$ cat src/rtl/i2c_cfg_pkg.sv
// rtl/i2c_cfg_pkg.sv - Shared types and constants for the SCCB command arbiter.
package i2c_cfg_pkg;

    typedef enum logic [1:0] {
        ST_IDLE    = 2'd0,
        ST_XFER    = 2'd1,
        ST_RELEASE = 2'd2
    } arb_state_t;

    localparam int I2C_CMD_W = 32;

    localparam logic [7:0] OV5640_WADDR  = 8'h78;
    localparam logic [7:0] HDMI_TX_WADDR = 8'h72;

    // Command layout: {dev_addr, reg_hi, reg_lo, value}
    localparam int CMD_DEV_LSB   = 24;
    localparam int CMD_REGHI_LSB = 16;
    localparam int CMD_REGLO_LSB = 8;
    localparam int CMD_VAL_LSB   = 0;

endpackage

$ cat src/rtl/rr_pick.sv
// rtl/rr_pick.sv - Combinational round-robin picker: first set mask bit at or after ptr, wrapping.
module rr_pick #(
    parameter int N = 2,
    parameter int W = (N > 1) ? $clog2(N) : 1
) (
    input  logic [N-1:0] i_mask,
    input  logic [W-1:0] i_ptr,
    output logic [N-1:0] o_onehot,
    output logic [W-1:0] o_idx,
    output logic         o_any
);

    always_comb begin
        o_onehot = '0;
        o_idx    = '0;
        o_any    = 1'b0;
        // Walk from farthest to nearest so the candidate closest to ptr is written last.
        for (int k = N - 1; k >= 0; k--) begin
            if (i_mask[(int'(i_ptr) + k) % N]) begin
                o_onehot                           = '0;
                o_onehot[(int'(i_ptr) + k) % N]    = 1'b1;
                o_idx                              = W'((int'(i_ptr) + k) % N);
                o_any                              = 1'b1;
            end
        end
    end

endmodule

$ cat src/rtl/i2c_cmd_arbiter.sv
// rtl/i2c_cmd_arbiter.sv - Round-robin arbiter sharing the i2c_com write engine with per-transfer timeout.
module i2c_cmd_arbiter
    import i2c_cfg_pkg::*;
#(
    parameter int NREQ        = 2,
    parameter int TIMEOUT_CYC = 2048,
    parameter int GW          = $clog2(NREQ)
) (
    input  logic                        clock_20k,
    input  logic                        camera_rst,
    input  logic [NREQ-1:0]             req_valid,
    input  logic [I2C_CMD_W*NREQ-1:0]   req_data,
    input  logic [NREQ-1:0]             req_lock,
    output logic [NREQ-1:0]             req_ready,
    output logic [NREQ-1:0]             resp_valid,
    output logic                        resp_err,
    output logic                        resp_timeout,
    output logic                        busy,
    output logic [GW-1:0]               grant,
    output logic                        start,
    output logic [I2C_CMD_W-1:0]        i2c_data,
    input  logic                        tr_end,
    input  logic                        ack
);

    localparam int              TW       = $clog2(TIMEOUT_CYC) + 1;
    localparam logic [TW-1:0]   TMO_LAST = TW'(TIMEOUT_CYC - 1);
    localparam logic [TW-1:0]   TMO_MAX  = '1;

    arb_state_t             r_state;
    logic [GW-1:0]          r_rr_ptr;
    logic [GW-1:0]          r_grant;
    logic                   r_lock;
    logic [TW-1:0]          r_tmo_cnt;
    logic                   r_start;
    logic [I2C_CMD_W-1:0]   r_i2c_data;
    logic [NREQ-1:0]        r_resp_valid;
    logic                   r_resp_err;
    logic                   r_resp_timeout;
    logic                   r_busy;

    logic [NREQ-1:0]        w_grant_oh;
    logic                   w_owner_lock;
    logic                   w_lock_eff;
    logic [NREQ-1:0]        w_mask;
    logic [NREQ-1:0]        w_win_oh;
    logic [GW-1:0]          w_win_idx;
    logic                   w_any;
    logic [GW-1:0]          w_next_ptr;
    logic [I2C_CMD_W-1:0]   w_win_data;

    // A held lock only counts while the owner still asserts req_lock, so release is immediate.
    assign w_grant_oh   = NREQ'(1) << r_grant;
    assign w_owner_lock = req_lock[r_grant];
    assign w_lock_eff   = r_lock & w_owner_lock;
    assign w_mask       = w_lock_eff ? (req_valid & w_grant_oh) : req_valid;
    assign w_next_ptr   = (w_win_idx == GW'(NREQ - 1)) ? '0 : w_win_idx + GW'(1);
    assign w_win_data   = req_data[int'(w_win_idx) * I2C_CMD_W +: I2C_CMD_W];

    rr_pick #(
        .N (NREQ),
        .W (GW)
    ) u_rr_pick (
        .i_mask   (w_mask),
        .i_ptr    (r_rr_ptr),
        .o_onehot (w_win_oh),
        .o_idx    (w_win_idx),
        .o_any    (w_any)
    );

    assign req_ready    = (r_state == ST_IDLE) ? w_win_oh : '0;
    assign resp_valid   = r_resp_valid;
    assign resp_err     = r_resp_err;
    assign resp_timeout = r_resp_timeout;
    assign busy         = r_busy;
    assign grant        = r_grant;
    assign start        = r_start;
    assign i2c_data     = r_i2c_data;

    always_ff @(posedge clock_20k or posedge camera_rst) begin
        if (camera_rst) begin
            r_state        <= ST_IDLE;
            r_rr_ptr       <= '0;
            r_grant        <= '0;
            r_lock         <= 1'b0;
            r_tmo_cnt      <= '0;
            r_start        <= 1'b0;
            r_i2c_data     <= '0;
            r_resp_valid   <= '0;
            r_resp_err     <= 1'b0;
            r_resp_timeout <= 1'b0;
            r_busy         <= 1'b0;
        end else begin
            case (r_state)
                ST_IDLE: begin
                    r_resp_valid <= '0;
                    if (r_lock && !w_owner_lock) begin
                        r_lock <= 1'b0;
                    end
                    if (w_any) begin
                        r_i2c_data <= w_win_data;
                        r_grant    <= w_win_idx;
                        r_rr_ptr   <= w_next_ptr;
                        r_start    <= 1'b1;
                        r_tmo_cnt  <= '0;
                        r_busy     <= 1'b1;
                        r_state    <= ST_XFER;
                    end
                end
                ST_XFER: begin
                    if (r_tmo_cnt != TMO_MAX) begin
                        r_tmo_cnt <= r_tmo_cnt + 1'b1;
                    end
                    if (tr_end) begin
                        r_start        <= 1'b0;
                        r_resp_err     <= ack;
                        r_resp_timeout <= 1'b0;
                        r_resp_valid   <= w_grant_oh;
                        r_state        <= ST_RELEASE;
                    end else if (r_tmo_cnt == TMO_LAST) begin
                        r_start        <= 1'b0;
                        r_resp_err     <= 1'b1;
                        r_resp_timeout <= 1'b1;
                        r_resp_valid   <= w_grant_oh;
                        r_state        <= ST_RELEASE;
                    end
                end
                ST_RELEASE: begin
                    r_resp_valid <= '0;
                    // The response pulse marks the first RELEASE cycle.
                    if (|r_resp_valid) begin
                        r_lock <= w_owner_lock;
                    end
                    if (!tr_end) begin
                        r_busy  <= 1'b0;
                        r_state <= ST_IDLE;
                    end
                end
                default: begin
                    r_start      <= 1'b0;
                    r_resp_valid <= '0;
                    r_busy       <= 1'b0;
                    r_state      <= ST_IDLE;
                end
            endcase
        end
    end

endmodule
$ cat config.mk
export PLATFORM = sky130hd
export DESIGN_NAME = i2c_cmd_arbiter
export DESIGN_NICKNAME = d
export VERILOG_FILES = /design/src/rtl/i2c_cfg_pkg.sv /design/src/rtl/rr_pick.sv /design/src/rtl/i2c_cmd_arbiter.sv
export SDC_FILE = /design/constraint.sdc
export NUM_CORES = 1
export LEC_CHECK = 0
export BUFFER_PORTS_ARGS = -buffer_cell sky130_fd_sc_hd__buf_2
export CAP_MARGIN = 20
export CORE_ASPECT_RATIO = 0.8
export CORE_MARGIN = 4
export CORE_UTILIZATION = 38
export DETAILED_ROUTE_END_ITERATION = 8
export GPL_TIMING_DRIVEN = 1
export PLACE_DENSITY_LB_ADDON = 0.2
export SYNTH_ARGS = -nofsm -noshare
export SYNTH_HDL_FRONTEND = slang
export SYNTH_HIERARCHICAL = 1
export SYNTH_SLANG_ARGS = --single-unit
$ cat constraint.sdc
create_clock -name clock_20k -period 1.8 [get_ports clock_20k]
set_clock_uncertainty 0.1 [all_clocks]
set_input_delay 0.09 -clock clock_20k [delete_from_list [all_inputs] [get_ports clock_20k]]
set_output_delay 0.09 -clock clock_20k [all_outputs]
set_load 0.02 [all_outputs]
==> impl_metrics.toml <==
[status]
status = "finished, violations left"
violations = "negative hold slack"

[global_routing]
grt_pass1_wl_um = 12900
grt_util_all_layers_pct = 18.7
grt_pass1_vias = 2785
grt_max_degree = 51
overflow = 0
antenna_found_initial = 0

[layout]
fillers = 555
area_growth_pct = 62.6
final_common_cell = "buf_2"
insertedDiodeCount = 0
nets = 533
final_cell_mix = "110 x buf_2, 62 x dlygate4sd3_1, 53 x dfrtp_1"
drive_above_1_share_pct = 37.3
fin_area_sq_mm = 0.00445

[pwr]
switching_share_pct = 41.7
power_switching_mw = 2.51
ir_worst_vdd_mv = 0.729
seq_power_share_pct = 34.0
combPwrFrac_pct = 51.8
power_frac_clock_pct = 14.2
intPower_mw = 3.52
p_per_area_mw_per_mm2 = 1360
finalPower_mw = 6.03
leakage_nw = 2.18

[setup_path]
worst-path-buf-inv = 4
crit_start = "grant$_DFFE_PP0P_"
cp_data_arrival_time_ns = 1.60
crit_path_start_kind = "flop"
critical_path.cell_chain = "buf_6, a31oi_4, buf_6, a21boi_4, buf_12, and2_4, buf_6"
path_class = "flop to output port"
crit_family = "buffers and inverters"
slowest_delay_ns = 0.43
critPathMostFrequentCell = "buf_6"
cp_max_fo = 4
cp_data_required_time_ns = 1.61
crit_slowest_cell = "dfrtp_2"
endpoint_kind = "output port"
rr_startpoint = "r_lock$_DFFE_PP0P_"

[cts]
cts_max_level = 2
tritoncts = "built"
cts_sinks = 55
cts_root_buffer = "clkbuf_8"
worst_skew_pair.late_latency_ns = 0.31
path_clk_slew_ns = 0.10
clock_path_buffers = 2
cts_inserted_buffers = 5

[yosys]
synth_cells = 273
synth_edf_count = 0
synth_seq_area_share_pct = 50.3
synth_nets = 346
synth_seq_cells = 55
yosysWarnings = 6
ys_types = 41
synth_ff_type = "dfrtp_1"
synthArstFlopShare_pct = 100
syn_area_per_cell_sq_um = 10.0
syn_area_sq_mm = 0.00274

[timing]
max_slew_margin_pct = 58.6
fin_tns_setup_ns = 0
whs_ns = -0.000116
worstMarginPinSlew_ns = 0.621
rsz0062_at_grt = "true"
slew_violations = 0
post-route-period-util_pct = 99.5
min_period_ns = 1.79
fmax_mhz = 558
report.final.setup_viol = 0
final.setup.worst_slack_ns = 0.00860
hold_viol_final = 1

[floorplan]
coreArea_sq_mm = 0.00693
start_util_pct = 39.5
fp.dieW_um = 103
io_pins = 113
rows = 27
dieArea_sq_mm = 0.00863
die_h_um = 83.9

[place]
placed_cell_area_sq_mm = 0.00349
port_buffers = 112
place_ws_ns = -0.160
dp_hpwl_um = 5050
globalplace.congestion = 0.773

[route]
drt_wl_total_um = 8010
detail_route.first_pass.iterations = 4
vias = 2723
drcViolationCount = 0
drt_iter0_markers = 91
postRouteAntennaNets = 0
avgRoutedWirePerCell_um = 14.6
vias_per_cell = 4.97

[job]
maxCapViolations = 0

[min_path]
min_from = "req_data[13]"
hp-class = "input pin to flop"
## Yosys cell counts (all sizes together), types with 2 or more instances
| cell | n | area share [%] |
|---|---|---|
| a21boi | 2 | 0.55 |
| a21oi | 9 | 1.9 |
| a22o | 2 | 0.69 |
| a31oi | 6 | 1.4 |
| and2 | 3 | 0.69 |
| and3 | 2 | 0.46 |
| and4 | 2 | 0.69 |
| buf | 12 | 2.6 |
| clkbuf | 8 | 1.1 |
| dfrtp | 55 | 50 |
| inv | 8 | 1.1 |
| mux2i | 35 | 13 |
| nand2 | 40 | 5.5 |
| nand2b | 2 | 0.46 |
| nand3 | 5 | 1.1 |
| nand4 | 5 | 1.7 |
| nor2 | 9 | 1.2 |
| o21ai | 50 | 9.1 |
| o31ai | 2 | 0.55 |
| o41a | 2 | 0.87 |
| o41ai | 3 | 1.9 |
| or3 | 2 | 0.46 |
## final cells by class
class	instances	area, sq um	share of cell area [%]
Clock buffer	6	82.6	1.86
Inverter	8	30.0	0.675
Sequential cell	55	1380	31.0
Multi-Input combinational cell	190	1320	29.7
Timing Repair Buffer	200	1490	33.6
Clock inverter	2	35.0	0.787
Tap cell	87	109	2.45
## cell families (layout without fill, tap and decap cells)
group                      count (synthesis)  after routing  synth area share [%]
AOI/OAI and AO/OA                         80             80                  18.3
and+or+nand+nor                           73             73                  12.9
adders and majority gates                  1              1                 0.457
buffers and inverters                     28            216                  4.80
DFF                                       55             55                  50.3
muxes                                     36             36                  13.2
## worst register-to-register path, stage by stage, from the launching register on
cell      delay, ns
dfrtp_2        0.46
a31oi_4        0.18
a21boi_4       0.25
buf_12         0.12
buf_8          0.17
mux2i_1        0.25
o21ai_0        0.10
## metrics by stage
step	util, %	cells	hold WS (ns)
after floorplan	-	273	0.0757
after global routing	64.2	548	0.0250
after CTS	62.5	545	0.00150
after global placement	50.4	470	0.0784
after detailed placement	50.4	470	0.0781
final	64.2	548	-0.000116
## registers in the layout (all words and copies together), names as in the netlist
name,flops
busy,1
resp_valid,2
grant,1
r_lock,1
start,1
r_tmo_cnt,12
r_state,2
resp_err,1
i2c_data,32
r_rr_ptr,1
resp_timeout,1
## power groups by stage
| stage | clock (mW) | sequential, mW | combinational, mW |
|---|---|---|---|
| floorplan | 0 | 2.52 | 1.35 |
| global placement | 0 | 2.03 | 2.72 |
| detailed placement | 0 | 2.04 | 2.76 |
| CTS | 0.891 | 2.03 | 2.98 |
| global route | 0.962 | 2.14 | 3.45 |
| finish | 0.858 | 2.05 | 3.12 |
## per-layer routing
metal  global-route usage (%)  wire length, um
met3                     4.68              524
met1                     23.3             3420
met4                     8.94              316
met2                     30.0             3740
met5                        0                0
## what timing repair did
| item | 4_1_cts | 5_1_grt |
|---|---|---|
| cloned | 1 | 1 |
| hold endpoints to repair | 56 | 0 |
| setup endpoints to repair | 14 | 42 |
| pin swaps | 1 | 2 |
| gates resized for setup | 9 | 31 |
| hold buffers | 62 | 0 |
| setup buffers | 4 | 2 |
## worst paths after layout
path	to	slack, ns	cells after the start
max in group asynchronous	i2c_data[10]$_DFFE_PP0P_	0.79	4
worst min-delay path	i2c_data[13]$_DFFE_PP0P_	-0.0001	3
min in group asynchronous	i2c_data[14]$_DFFE_PP0P_	0.27	3
worst max register to register	i2c_data[25]$_DFFE_PP0P_	0.05	6
worst max-delay path	req_ready[1]	0.009	7
worst min register to register	i2c_data[20]$_DFFE_PP0P_	0.38	2
Note: power is estimated with default switching activity, not from simulation.
